--- config.mk ---
export PLATFORM = sky130hd
export DESIGN_NAME = fifo_wr_arbiter
export DESIGN_NICKNAME = d
export VERILOG_FILES = /design/src/rtl/fifo_arb_pkg.sv /design/src/rtl/rr_pick.sv /design/src/rtl/fifo_wr_arbiter.sv
export SDC_FILE = /design/constraint.sdc
export NUM_CORES = 1
export LEC_CHECK = 0
export CAP_MARGIN = 20
export CORE_MARGIN = 2
export CORE_UTILIZATION = 30
export CTS_CLUSTER_DIAMETER = 120
export CTS_CLUSTER_SIZE = 20
export DETAILED_ROUTE_END_ITERATION = 10
export PLACE_DENSITY_LB_ADDON = 0.12
export SLEW_MARGIN = 20
export SYNTH_ARGS = -nofsm -noshare
export SYNTH_HDL_FRONTEND = slang
export SYNTH_SLANG_ARGS = --single-unit
--- constraint.sdc ---
create_clock -name clk -period 4.35 [get_ports clk]
set_input_delay 0.435 -clock clk [delete_from_list [all_inputs] [get_ports clk]]
set_output_delay 0.435 -clock clk [all_outputs]
set_load 0.02 [all_outputs]
--- src/rtl/fifo_arb_pkg.sv ---
package fifo_arb_pkg;

  typedef enum logic {IDLE, GRANT} arb_state_t;

  localparam int unsigned DEF_NREQ  = 4;
  localparam int unsigned DEF_DW    = 8;
  localparam int unsigned DEF_BURST = 4;

endpackage

--- src/rtl/rr_pick.sv ---
module rr_pick
  import fifo_arb_pkg::*;
#(
  parameter int unsigned NREQ = DEF_NREQ,
  parameter int unsigned IW   = $clog2(DEF_NREQ)
) (
  input  logic [NREQ-1:0] req,
  input  logic [IW-1:0]   last,
  output logic            found,
  output logic [IW-1:0]   idx
);

  // Scan upward from last+1, wrapping modulo NREQ; the first hit wins.
  always_comb begin
    int unsigned j;
    j     = 0;
    found = 1'b0;
    idx   = '0;
    for (int unsigned k = 1; k <= NREQ; k++) begin
      j = (int'(last) + k) % NREQ;
      if (!found && req[j]) begin
        found = 1'b1;
        idx   = IW'(j);
      end
    end
  end

endmodule

--- src/rtl/fifo_wr_arbiter.sv ---
module fifo_wr_arbiter
  import fifo_arb_pkg::*;
#(
  parameter int unsigned NREQ  = DEF_NREQ,
  parameter int unsigned DW    = DEF_DW,
  parameter int unsigned BURST = DEF_BURST
) (
  input  logic                     clk,
  input  logic                     rst,
  input  logic [NREQ-1:0]          req,
  input  logic [NREQ*DW-1:0]       data,
  output logic [NREQ-1:0]          ack,
  output logic [$clog2(NREQ)-1:0]  grant_id,
  output logic                     busy,
  output logic                     fifo_wr,
  output logic [DW-1:0]            fifo_din,
  input  logic                     fifo_full
);

  localparam int unsigned IW = $clog2(NREQ);
  localparam int unsigned BW = $clog2(BURST + 1);

  arb_state_t    state_q, state_d;
  logic [IW-1:0] owner_q, owner_d;
  logic [IW-1:0] last_q, last_d;
  logic [BW-1:0] beats_q, beats_d;
  logic          busy_q, busy_d;

  logic          pick_found;
  logic [IW-1:0] pick_idx;
  logic          req_own;
  logic [DW-1:0] din_own;
  logic          xfer;

  rr_pick #(
    .NREQ (NREQ),
    .IW   (IW)
  ) u_pick (
    .req   (req),
    .last  (last_q),
    .found (pick_found),
    .idx   (pick_idx)
  );

  always_comb begin
    req_own  = 1'b0;
    din_own  = '0;
    ack      = '0;
    xfer     = 1'b0;
    for (int unsigned i = 0; i < NREQ; i++) begin
      if (owner_q == IW'(i)) begin
        req_own = req[i];
        din_own = data[i*DW +: DW];
      end
    end
    // fifo_full is deliberately combinational here so a falling full resumes in-cycle.
    xfer = (state_q == GRANT) && req_own && !fifo_full;
    for (int unsigned i = 0; i < NREQ; i++) begin
      if (owner_q == IW'(i)) begin
        ack[i] = xfer;
      end
    end
    fifo_wr  = xfer;
    fifo_din = (state_q == GRANT) ? din_own : '0;
  end

  always_comb begin
    state_d = state_q;
    owner_d = owner_q;
    last_d  = last_q;
    beats_d = beats_q;
    case (state_q)
      IDLE: begin
        if (pick_found) begin
          owner_d = pick_idx;
          beats_d = '0;
          state_d = GRANT;
        end
      end
      GRANT: begin
        if (xfer) begin
          beats_d = beats_q + 1'b1;
        end
        if (!req_own || (xfer && (beats_q == BW'(BURST - 1)))) begin
          state_d = IDLE;
          last_d  = owner_q;
          beats_d = '0;
        end
      end
      default: state_d = IDLE;
    endcase
    busy_d = (state_d == GRANT);
  end

  always_ff @(posedge clk) begin
    if (rst) begin
      state_q <= IDLE;
      owner_q <= '0;
      last_q  <= IW'(NREQ - 1);
      beats_q <= '0;
      busy_q  <= 1'b0;
    end else begin
      state_q <= state_d;
      owner_q <= owner_d;
      last_q  <= last_d;
      beats_q <= beats_d;
      busy_q  <= busy_d;
    end
  end

  assign busy     = busy_q;
  assign grant_id = owner_q;

endmodule
=== Yosys cells after proc, flatten, opt, wreduce, memory -nomap -nowiden ===
Index checks and enable logic that the tools add are counted.

* Add/sub/neg operators: 5
* Magnitude comparators: 4
* Equality and inequality tests: 6
* Mux-type cells: 36
* Bitwise operators: 1
* Reduce and logical (&&, ||, !) cells: 16

{| class="wikitable"
|+ Operators by type and width
! kind !! count
|-
| 8-bit 2-to-1 mux || 5
|-
| 1-bit 2-to-1 mux || 18
|-
| 2-bit by 3-bit less-than comparator with 1-bit output, second input constant || 4
|-
| 3-bit 2-to-1 mux || 3
|-
| 1-bit binary-select mux with 2-bit select || 4
|-
| 2-bit 2-to-1 mux || 4
|-
| 1-bit logical AND || 6
|-
| 3-bit one-hot mux with 2 select lines || 1
|-
| 2-bit AND reduction || 3
|-
| 1-bit logical NOT || 5
|-
| 2-bit by 1-bit adder with 2-bit output, second input constant || 2
|-
| 2-bit adder, second input constant || 2
|-
| 2-bit == test, second input constant || 2
|-
| 3-bit by 1-bit adder with 3-bit output, second input constant || 1
|-
| 3-bit by 2-bit == test with 1-bit output, second input constant || 1
|-
| 3-bit by 1-bit != test with 1-bit output, second input constant || 1
|-
| 2-bit by 1-bit == test with 1-bit output, second input constant || 1
|-
| 2-bit logical NOT || 1
|-
| 2-bit != test, second input constant || 1
|-
| 1-bit one-hot mux with 2 select lines || 1
|-
| 1-bit logical OR || 1
|-
| 1-bit NOT || 1
|}

* Register bits after elaboration: 8

=== Depth between registers and ports, before layout ===
* Depth after elaboration: 15
* Depth in mapped cells: 6
* Mapped depth without buffers: 6

=== Modules after synthesis ===
A second synthesis with hierarchy kept.

* Cells, all modules: 84
* Area total of the unflattened synthesis: 798.3 um^2

{| class="wikitable"
|+ Modules (own cells, without submodules)
! module !! instances !! cells an instance !! area an instance (um^2) !! sequential area each (um^2)
|-
| fifo_wr_arbiter || 1 || 70 || 706.9 || 160.2
|-
| rr_pick || 1 || 14 || 91.3 || 0.0
|}

=== Worst setup path before layout ===
OpenSTA, ideal clock, no wires.

* Path kind: flip-flop to output port
* Start: reg owner_q[1] (netlist: grant_id[1])
* End: out ack[1]
* Arrival: 1.633 ns
* Data required time: 3.915 ns
* Slack: 2.282 ns
* Cell stages (with the launch flop): 7
* Cells stage by stage: dfxtp_1 -> buf_6 -> or3b_1 -> o32a_1 -> inv_1 -> nand2_1 -> nor2_1

* Word-level cells in the longest chain between the ends: 8
* Elaborated cells on any way between the ends: 11
* Those cells by class: 3 x eq/ne; 5 x mux; 3 x reduce/logical

{| class="wikitable"
|+ Ends and longest elaborated chain
! item !! line !! text
|-
| from (decl) || fifo_wr_arbiter.sv:24 || <nowiki>logic [IW-1:0] owner_q, owner_d;</nowiki>
|-
| from (signal assigned) || fifo_wr_arbiter.sv:104 || <nowiki>owner_q <= owner_d;</nowiki>
|-
| 2-bit logical NOT || fifo_wr_arbiter.sv:51 || <nowiki>if (owner_q == IW'(i)) begin</nowiki>
|-
| 1-bit 2-to-1 mux (3 in a row) || fifo_wr_arbiter.sv:51 ||
|-
| 1-bit 2-to-1 mux (*) || fifo_wr_arbiter.sv:51 ||
|-
| 1-bit logical AND (*) (2 in a row) || fifo_wr_arbiter.sv:57 || <nowiki>xfer = (state_q == GRANT) && req_own && !fifo_full;</nowiki>
|-
| via fifo_wr || fifo_wr_arbiter.sv:15 || <nowiki>output logic fifo_wr,</nowiki>
|-
| 1-bit 2-to-1 mux (*) || fifo_wr_arbiter.sv:59 || <nowiki>if (owner_q == IW'(i)) begin</nowiki>
|-
| to (decl) || fifo_wr_arbiter.sv:12 || <nowiki>output logic [NREQ-1:0] ack,</nowiki>
|}

Mark *: on every way through the listed nets, which the timed path passes. The rest lies on a longest branch.

=== Final worst setup path ===
* Start: in req[3]
* End: out ack[2]

* Word-level cells in the longest chain between the ends: 4

{| class="wikitable"
|+ Ends and longest elaborated chain
! item !! line !! text
|-
| from (decl) || fifo_wr_arbiter.sv:10 || <nowiki>input logic [NREQ-1:0] req,</nowiki>
|-
| 1-bit 2-to-1 mux || fifo_wr_arbiter.sv:51 ||
|-
| 1-bit logical AND (2 in a row) || fifo_wr_arbiter.sv:57 ||
|-
| 1-bit 2-to-1 mux || fifo_wr_arbiter.sv:59 ||
|}

Every way passes these cells.

==> results.txt <==
Counting I/O delays and the setup requirement, the final critical path takes 2.93 ns. The via count of the first global-routing pass came to 912. The final worst-path cycle share came out at 67.4%.

The data required time of the critical path is 3.91 ns. Counting every instance in the synthesized netlist gives 89. The tree built by TritonCTS fans out to 8 sinks. The area inside the core boundary came out at 2520 um2. IR analysis of the VDD net gives a maximum drop of 0.163 mV. The later pin in the worst-skew pair is clocked with a latency of 0.26 ns. The post-route cell area came out at 1390 um2. The number of buffer and inverter instances along the worst setup path came out at 2. The initial antenna violation count came out at 0. Routability-driven placement finished with a final weighted congestion of 0.784. At the end of the flow, the number of nets in the layout was 184.

The largest net degree at the start of global routing is 19. The Yosys warning count is 0. The maximum clock frequency came out at 341 MHz. The post-synthesis sequential area ratio came out at 19.6%.

The layout cell share with drive strength beyond 1 came out at 9.22%. On the critical path, the stage with the largest delay is an instance of sky130_fd_sc_hd__clkdlybuf4s50_1. The aggregate global routing overflow is 0. The count of endpoints failing hold in the final timing report came out at 0.

For the final database, setup skew stands at 0.00466 ns. The worst setup path is launched from a primary input. The post-cts repair resize count is 0. The arrival time of the worst setup path is 2.50 ns. The number of buffers created by CTS is 3. The synthesized area came out at 816 um2. The net count of the mapped netlist is 130. The maximum clock path buffer count came out at 2. The number of buffers added to fix hold violations after cts is 0. The remaining routing DRC violations is 0. In this run, distinct cell masters in the synthesized netlist total 33.

The relative slew slack came out at 55.7%. The setup TNS is 0 ns. The longest individual stage delay on the worst path is 0.65 ns.

The number of optimization iterations in the first detailed-route pass is 4. The initial core utilization is 32.3%. TritonCTS built the clock tree. The setup-violating endpoint count in the final report is 0.

The area growth from synthesis to layout came out at 69.8%. The worst min-delay path category is reg -> reg. The post-DP HPWL is 2040 um. The most used cell along the critical path is sky130_fd_sc_hd__clkdlybuf4s50_1.

The number of buffers inserted to repair setup after CTS came out at 0. The capturing element type of the critical path is a primary output. The height of the die came out at 56.1 um. The count of boundary I/O pins is 55. The design draws 312 uW. The routed via count is 881.

The standard cell area after detailed placement is 1360 um2. Grouping stages by cell kind, the critical path spends the most delay in buffers and inverters. The count of standard-cell rows came out at 18.

The aggregate routed wire length is 2450 um. The die covers 3150 um2. The commonest non-fill, non-tap cell in the layout is sky130_fd_sc_hd__clkdlybuf4s50_1. The count of inserted antenna diode cells is 0.

For the pin with the worst max-slew slack, the measured transition is 0.664 ns. The number of max-slew violations in the final report came to 0. Setup repair after global routing left no endpoint under its margin. The wire length of the first global-routing pass came out at 4130 um.

Averaged over all synthesized cells, the footprint is 9.17 um2. Of all nets on the critical path, the largest fanout is 8. Input and output buffers added on the ports amount to 54. For this block, the initial DRC count from the detailed router was 12.

The global router's overall resource usage is 16.2%. The remaining number of nets flagged by the antenna check after routing is 0. Leaving out fill and tap cells, the most frequent cells in the layout are sky130_fd_sc_hd__clkdlybuf4s50_1, sky130_fd_sc_hd__inv_1, sky130_fd_sc_hd__and2_1, sky130_fd_sc_hd__dfxtp_1. The flow ran to the end, and the final reports show no timing, DRC or antenna violations. The width of the chip came out at 56.1 um. The static leakage is 0.524 nW. The cell sitting at the root of the clock tree is a sky130_fd_sc_hd__clkbuf_4. The clock transition at the registers of the reported paths came out at 0.05 ns. Walking the worst path, the cells encountered are clkdlybuf4s50_1 -> mux2i_1 -> o32a_1 -> nor3b_1 -> clkdlybuf4s50_1. In the final routed layout, each cell accounts on average for 14.3 um.

The depth of the CTS H-tree is 1. In this run the power density over the cells is 225 nW/um2. By startpoint and endpoint, the worst setup path is classified as in -> out. The max-cap violation count came out at 0. The detail-routed via count per cell is 5.15. Counting the fill cells in the layout gives 245.

The flop and latch count out of synthesis came out at 8.
-- where the power goes --
| part | switching (mW) | internal, mW |
|---|---|---|
| combinational | 0.0591 | 0.0966 |
| sequential | 0.0172 | 0.0796 |
| clock | 0.0276 | 0.0317 |
-- logic make-up (layout without fill, tap and decap cells) --
family / count (synthesis) / count (layout) / synth area share (%)
fa+ha+maj: 2 / 2 / 3.07
flops: 8 / 8 / 19.6
mux: 11 / 11 / 28.2
compound gates: 19 / 19 / 17.3
buf+inv: 15 / 67 / 8.89
simple gates: 34 / 34 / 22.9
-- area by class of cell --
class / count / area (um2) / share of cell area, %
clock buffers: 3 / 22.5 / 1.63
repair buffers: 55 / 548 / 39.6
well taps: 30 / 37.5 / 2.71
inverters: 9 / 33.8 / 2.44
flip-flops and latches: 8 / 160 / 11.6
multi-input cells: 66 / 583 / 42.1
-- Yosys cell counts, drive strengths merged --
cell type | count | area, um2
a311oi | 1 | 8.76
inv | 9 | 33.8
nand3 | 1 | 5.00
o21ai | 3 | 15.0
a21o | 1 | 7.51
clkbuf | 2 | 7.51
o32ai | 2 | 17.5
o32a | 1 | 10.0
mux4 | 9 | 210
nand2b | 3 | 18.8
nor3b | 1 | 7.51
o22ai | 4 | 31.3
or3 | 1 | 11.3
nand2 | 6 | 22.5
o221ai | 3 | 26.3
nor2b | 2 | 12.5
a21oi | 2 | 10.0
a211oi | 1 | 7.51
and3 | 1 | 6.26
a21boi | 1 | 7.51
ha | 2 | 25.0
nor3 | 2 | 10.0
mux2i | 2 | 20.0
nor2 | 7 | 26.3
buf | 4 | 31.3
and2 | 8 | 50.1
or4 | 1 | 7.51
or3b | 1 | 8.76
dfxtp | 8 | 160
-- per-layer routing --
metal / track usage [%] / up-vias / routed length (um)
met4: 2.04 / 0 / 0
met2: 31.9 / 30 / 1320
met3: 4.42 / 0 / 176
met5: 0 / - / 0
li1: - / 439 / -
met1: 17.2 / 412 / 950
-- worst register-to-register path, cell delays in order (launching register included) --
cell and delay, ns:
sky130_fd_sc_hd__dfxtp_1 0.74, sky130_fd_sc_hd__mux4_1 0.66, sky130_fd_sc_hd__a21boi_0 0.37, sky130_fd_sc_hd__o221ai_1 0.16
-- through the flow --
step / util [%] / hold WS [ns] / std cells / setup WS, ns
global route: 54.9 / 0.514 / 171 / 1.27
global placement: 54.0 / 0.474 / 168 / 1.49
floorplan: - / 0.458 / 89 / 2.28
detailed placement: 54.0 / 0.470 / 168 / 1.41
CTS: 54.9 / 0.479 / 171 / 1.39
finish: 54.9 / 0.480 / 171 / 1.42
-- worst paths after layout --
kind,from,endpoint,slack [ns],cells after the start
min reg2reg,beats_q[1]$_SDFFE_PP0P_,beats_q[1]$_SDFFE_PP0P_,0.48,2
max,req[3],ack[2],1.42,5
max reg2reg,grant_id[1]$_SDFFE_PP0P_,last_q[1]$_SDFFE_PP1P_,2.28,3
min,beats_q[1]$_SDFFE_PP0P_,beats_q[1]$_SDFFE_PP0P_,0.48,2
-- sequential cells by signal, indices dropped and copies added (netlist names) --
register	count
busy	1
grant_id	2
beats_q	3
last_q	2
(Power assumes the default switching activity.)
